`src/rtl/scan_pkg.sv`:
```
// Shared constants and state type for the decoder scan controller.
// Imported by the scan sequencer and its channel search helper.
package scan_pkg;

  localparam int SEL_W       = 3;
  localparam int N_CH        = 8;
  localparam int DWELL_W_DEF = 8;

  typedef enum logic {
    IDLE = 1'b0,
    SCAN = 1'b1
  } state_t;

endpackage

```
`src/rtl/scan_next_ch.sv`:
```
// Channel search: next enabled index above cur, and lowest enabled index.
// Purely combinational; serves both the start and the advance decisions.
module scan_next_ch
  import scan_pkg::*;
(
  input  logic [N_CH-1:0]  mask,
  input  logic [SEL_W-1:0] cur,
  output logic [SEL_W-1:0] next_idx,
  output logic             next_found,
  output logic [SEL_W-1:0] first_idx
);

  // Walk high to low so the last hit is the lowest qualifying index
  always_comb begin
    next_idx   = '0;
    next_found = 1'b0;
    first_idx  = '0;
    for (int i = N_CH - 1; i >= 0; i--) begin
      if (mask[i]) begin
        first_idx = SEL_W'(i);
        if (SEL_W'(i) > cur) begin
          next_idx   = SEL_W'(i);
          next_found = 1'b1;
        end
      end
    end
  end

endmodule

```
`src/rtl/decoder_scan_ctrl.sv`:
```
// Scan sequencer for the 3-to-8 decoder: steps sel over enabled
// channels with a programmable dwell, single-shot or continuous.
module decoder_scan_ctrl
  import scan_pkg::*;
#(
  parameter int DWELL_W = DWELL_W_DEF
) (
  input  logic               clk,
  input  logic               rst,
  input  logic               start,
  input  logic               stop,
  input  logic               continuous,
  input  logic [N_CH-1:0]    ch_mask,
  input  logic [DWELL_W-1:0] dwell,
  output logic [SEL_W-1:0]   sel,
  output logic               en,
  output logic               busy,
  output logic               done
);

  state_t             r_state;
  logic [SEL_W-1:0]   r_sel;
  logic               r_done;
  logic [DWELL_W-1:0] r_cnt;
  logic [N_CH-1:0]    r_mask;
  logic [DWELL_W-1:0] r_dwell;
  logic               r_cont;

  state_t             w_state;
  logic [SEL_W-1:0]   w_sel;
  logic               w_done;
  logic [DWELL_W-1:0] w_cnt;
  logic [N_CH-1:0]    w_mask;
  logic [DWELL_W-1:0] w_dwell;
  logic               w_cont;

  logic [N_CH-1:0]    w_srch_mask;
  logic [SEL_W-1:0]   w_next_idx;
  logic               w_next_found;
  logic [SEL_W-1:0]   w_first_idx;

  // Idle looks at the live mask for the first channel; scan uses the shadow
  assign w_srch_mask = (r_state == IDLE) ? ch_mask : r_mask;

  scan_next_ch u_next (
    .mask       (w_srch_mask),
    .cur        (r_sel),
    .next_idx   (w_next_idx),
    .next_found (w_next_found),
    .first_idx  (w_first_idx)
  );

  // Register all state; en and busy both follow the registered state
  always_ff @(posedge clk or posedge rst) begin
    if (rst) begin
      r_state <= IDLE;
      r_sel   <= '0;
      r_done  <= 1'b0;
      r_cnt   <= '0;
      r_mask  <= '0;
      r_dwell <= '0;
      r_cont  <= 1'b0;
    end else begin
      r_state <= w_state;
      r_sel   <= w_sel;
      r_done  <= w_done;
      r_cnt   <= w_cnt;
      r_mask  <= w_mask;
      r_dwell <= w_dwell;
      r_cont  <= w_cont;
    end
  end

  // Next-state: start capture, dwell counting, advance/wrap, stop/finish
  always_comb begin
    w_state = r_state;
    w_sel   = r_sel;
    w_done  = 1'b0;
    w_cnt   = r_cnt;
    w_mask  = r_mask;
    w_dwell = r_dwell;
    w_cont  = r_cont;
    unique case (r_state)
      IDLE: begin
        if (start) begin
          if (|ch_mask) begin
            w_mask  = ch_mask;
            w_dwell = dwell;
            w_cont  = continuous;
            w_sel   = w_first_idx;
            w_cnt   = '0;
            w_state = SCAN;
          end else begin
            w_done = 1'b1;
          end
        end
      end
      SCAN: begin
        if (stop) begin
          w_state = IDLE;
          w_sel   = '0;
          w_cnt   = '0;
          w_done  = 1'b1;
        end else if (r_cnt != r_dwell) begin
          w_cnt = r_cnt + DWELL_W'(1);
        end else if (w_next_found) begin
          w_sel = w_next_idx;
          w_cnt = '0;
        end else if (r_cont) begin
          w_sel = w_first_idx;
          w_cnt = '0;
        end else begin
          w_state = IDLE;
          w_sel   = '0;
          w_cnt   = '0;
          w_done  = 1'b1;
        end
      end
    endcase
  end

  assign sel  = r_sel;
  assign en   = (r_state == SCAN);
  assign busy = (r_state == SCAN);
  assign done = r_done;

endmodule
```
`config.mk`:
```
export PLATFORM = sky130hd
export DESIGN_NAME = decoder_scan_ctrl
export DESIGN_NICKNAME = d
export VERILOG_FILES = /design/src/rtl/scan_pkg.sv /design/src/rtl/scan_next_ch.sv /design/src/rtl/decoder_scan_ctrl.sv
export SDC_FILE = /design/constraint.sdc
export NUM_CORES = 1
export LEC_CHECK = 0
export ABC_AREA = 1
export BUFFER_PORTS_ARGS = -buffer_cell sky130_fd_sc_hd__buf_4
export CAP_MARGIN = 20
export CORE_MARGIN = 5
export CORE_UTILIZATION = 55
export CTS_BUF_LIST = sky130_fd_sc_hd__clkbuf_8
export CTS_CLUSTER_SIZE = 25
export DETAILED_ROUTE_END_ITERATION = 6
export GPL_ROUTABILITY_DRIVEN = 0
export PLACE_DENSITY = 0.77
export SLEW_MARGIN = 20
export SYNTH_ARGS = -nofsm -noshare
export SYNTH_HDL_FRONTEND = slang
export SYNTH_HIERARCHICAL = 1
export SYNTH_SLANG_ARGS = --single-unit
```
`constraint.sdc`:
```
create_clock -name clk -period 2.5 [get_ports clk]
set_clock_uncertainty 0.05 [all_clocks]
set_input_delay 0.125 -clock clk [delete_from_list [all_inputs] [get_ports clk]]
set_output_delay 0.125 -clock clk [all_outputs]
set_load 0.02 [all_outputs]
```
==> impl_metrics.tcl <==
set metrics [dict create \
    yosysTopAreaCellShare_pct 38.99 \
    diodes 0 \
    clk_latency_ps 280 \
    synth_top_area_cell "dfrtp_1" \
    ys_seq_area_share_pct 38.99 \
    vdd_ir_drop_max_v 0.0003382 \
    setup_ws_ps 354.0 \
    synth_async_sr_flop_share_pct 100.0 \
    grtUsageMet3_pct 5.797 \
    antenna_left 0 \
    route.detailed.drc 0 \
    die_area_um2 4784 \
    hold_class "in -> reg" \
    grt_pass1_wl_mm 7.521 \
    clkSinkCount 30 \
    num_rows 21 \
    cts_tree "yes" \
    leakage_nw 1.208 \
    synth.most_common_cell "nand2_1" \
    busiest_layer "met2" \
    htreeDepth 2 \
    cap_violations 0 \
    dr.first_iter.drc_count 100 \
    status "complete, no violations" \
    dieWidth_um 69.17 \
    viasPerCell 5.147 \
    syn-cell-area_um2 1926 \
    grt_util_met2_pct 31.78 \
    postLayoutCellArea_um2 2246 \
    post_cts_resized 0 \
    grt_overflow 0 \
    nets 314 \
    postCtsHoldBufs 1 \
    setup_viol_count_final 0 \
    start_kind "flip-flop" \
    drive_gt1_share_pct 21.50 \
    grt_usage_pct 19.16 \
    post_cts_buffers 0 \
    synth_area_leaders "dfrtp_1 (39%), nand2_1 (17%), inv_1 (7.0%), o21ai_0 (6.0%), nand3_1 (4.9%)" \
    vias 1745 \
    synth_edf_count 0 \
    path_max_fanout 18 \
    synth_fp_nets 284 \
    p_per_area_nw_per_um2 706.1 \
    grt_max_degree 32 \
    start_util_pct 57.25 \
    fin_tns_setup_ps 0 \
    netlist_instances 262 \
    cts_root_buf "clkbuf_8" \
    wl_per_cell_um 12.07 \
    area.growth.synth_to_final_pct 16.63 \
    critical_path_class "reg -> reg" \
    max-slew-margin-rel_pct 67.68 \
    dp_hpwl_mm 3.055 \
    hold_viol 0 \
    grt_setup_unrepaired "no" \
    synth-seq-cells 30 \
    met1_usage_pct 23.57 \
    crit_path_end_kind "flip-flop" \
    io_pins 27 \
    grt_pass1_vias 1701 \
    multi_input_area_um2 979.7 \
    ys_types 28 \
    place.port_buffers 26 \
    core_area_um2 3363 \
    cts_buffer_depth 2 \
    tightest_slew_ps 479.7 \
    dpl_cell_area_um2 2145 \
    drt_wl_total_mm 4.092 \
    grt_antenna_before_repair 0 \
    max_freq_mhz 466.0 \
    crit_arrival_ps 2270 \
    nFillCells 306 \
    clk_pin_slew_ps 70 \
    ys.flop_type "dfrtp_1" \
    numCtsBuffers 5 \
    ys_warn_count 6 \
    die_h_um 69.17 \
    syn_area_per_cell_um2 7.350 \
    dp_slack_ps 377.9 \
    hold_ws_ps 23.06 \
    report.final.slew_viol_count 0 \
    first_pass_iters 4 \
    regArea_um2 750.7 \
    final.min_clock_period_ps 2146 \
    fin_crit_sh_pct 85.84 \
    worstPathRequired_ps 2620 \
    yosys-top-cells-count "nand2_1 (85), inv_1 (36), dfrtp_1 (30)" \
]
-- worst max-delay path: stages (launching register included) --
cell,delay [ps]
dfrtp_1,530
o21ai_0,480
nand3_2,140
and2_4,170
nand3_1,180
nor2_1,70
a21oi_1,180
o21ai_0,100
nand3_1,80
nand2_1,50
-- path summary, 6_finish.rpt --
kind | startpoint | end | slack [ps] | cells after the start
worst max-delay path | busy$_DFF_PP0_ | sel[2]$_DFFE_PP0P_ | 350 | 9
max in group asynchronous | rst | done$_DFF_PP0_ | 1670 | 4
min in group asynchronous | rst | r_mask[5]$_DFFE_PP0P_ | 430 | 4
worst min register to register | r_mask[5]$_DFFE_PP0P_ | r_mask[5]$_DFFE_PP0P_ | 440 | 2
worst min-delay path | dwell[2] | r_dwell[2]$_DFFE_PP0P_ | 20 | 3
worst max register to register | busy$_DFF_PP0_ | sel[2]$_DFFE_PP0P_ | 350 | 9
-- logic make-up after synthesis --
group	synth area share, %
xor gates and xnor gates	4.093
DFF	38.99
buffers and inverters	10.14
and+or+nand+nor	35.02
AOI/OAI and AO/OA	11.11
adders and majority gates	0.6497
-- cells in the final DEF, fill, tap and decap left out, drive strengths merged --
| master | count |
|---|---|
| nand2 | 89 |
| inv | 40 |
| dfrtp | 30 |
| buf | 28 |
| o21ai | 24 |
| nand3 | 22 |
| nor2 | 18 |
| a21oi | 8 |
| nand4 | 7 |
| clkbuf | 6 |
| xor2 | 5 |
| xnor2 | 4 |
| a31oi | 2 |
| nor3 | 2 |
| o21bai | 1 |
| ha | 1 |
| clkinv | 1 |
| dlygate4sd3 | 1 |
| or2 | 1 |
| nor4 | 1 |
| and2 | 1 |
| a21boi | 1 |
-- metrics by stage --
stage	util [%]	std cells	total power, mW
5_1_grt	66.78	339	1.710
4_1_cts	66.78	339	1.593
2_1_floorplan	-	262	1.047
3_5_place_dp	63.76	330	1.194
3_3_place_gp	63.76	330	1.183
6_report	66.78	339	1.586
-- metal layers --
| metal | wire length [um] | share of wire (%) |
|---|---|---|
| met3 | 231 | 5.6 |
| met1 | 1794 | 44 |
| met2 | 2003 | 49 |
| met5 | 0 | 0 |
| met4 | 62 | 1.5 |
-- final cells by class --
cell class / count / area share [%]
Clock buffer: 6 / 3.677
Inverter: 39 / 6.518
Multi-Input combinational cell: 187 / 43.62
Timing Repair Buffer: 29 / 9.805
Tap cell: 46 / 2.563
Clock inverter: 2 / 0.3900
Sequential cell: 30 / 33.43
-- report_power, final --
group | switching (mW) | leakage, nW | internal [mW]
logic | 0.314 | 0.779 | 0.214
registers | 0.0890 | 0.377 | 0.570
clock network | 0.182 | 0.0524 | 0.218
total | 0.585 | 1.21 | 1.00
-- flip-flops by register name, indices dropped and copies added (netlist names) --
register	count
r_cnt	8
r_dwell	8
r_mask	8
sel	3
busy	1
done	1
r_cont	1
Note: power is estimated with default switching activity, not from simulation.
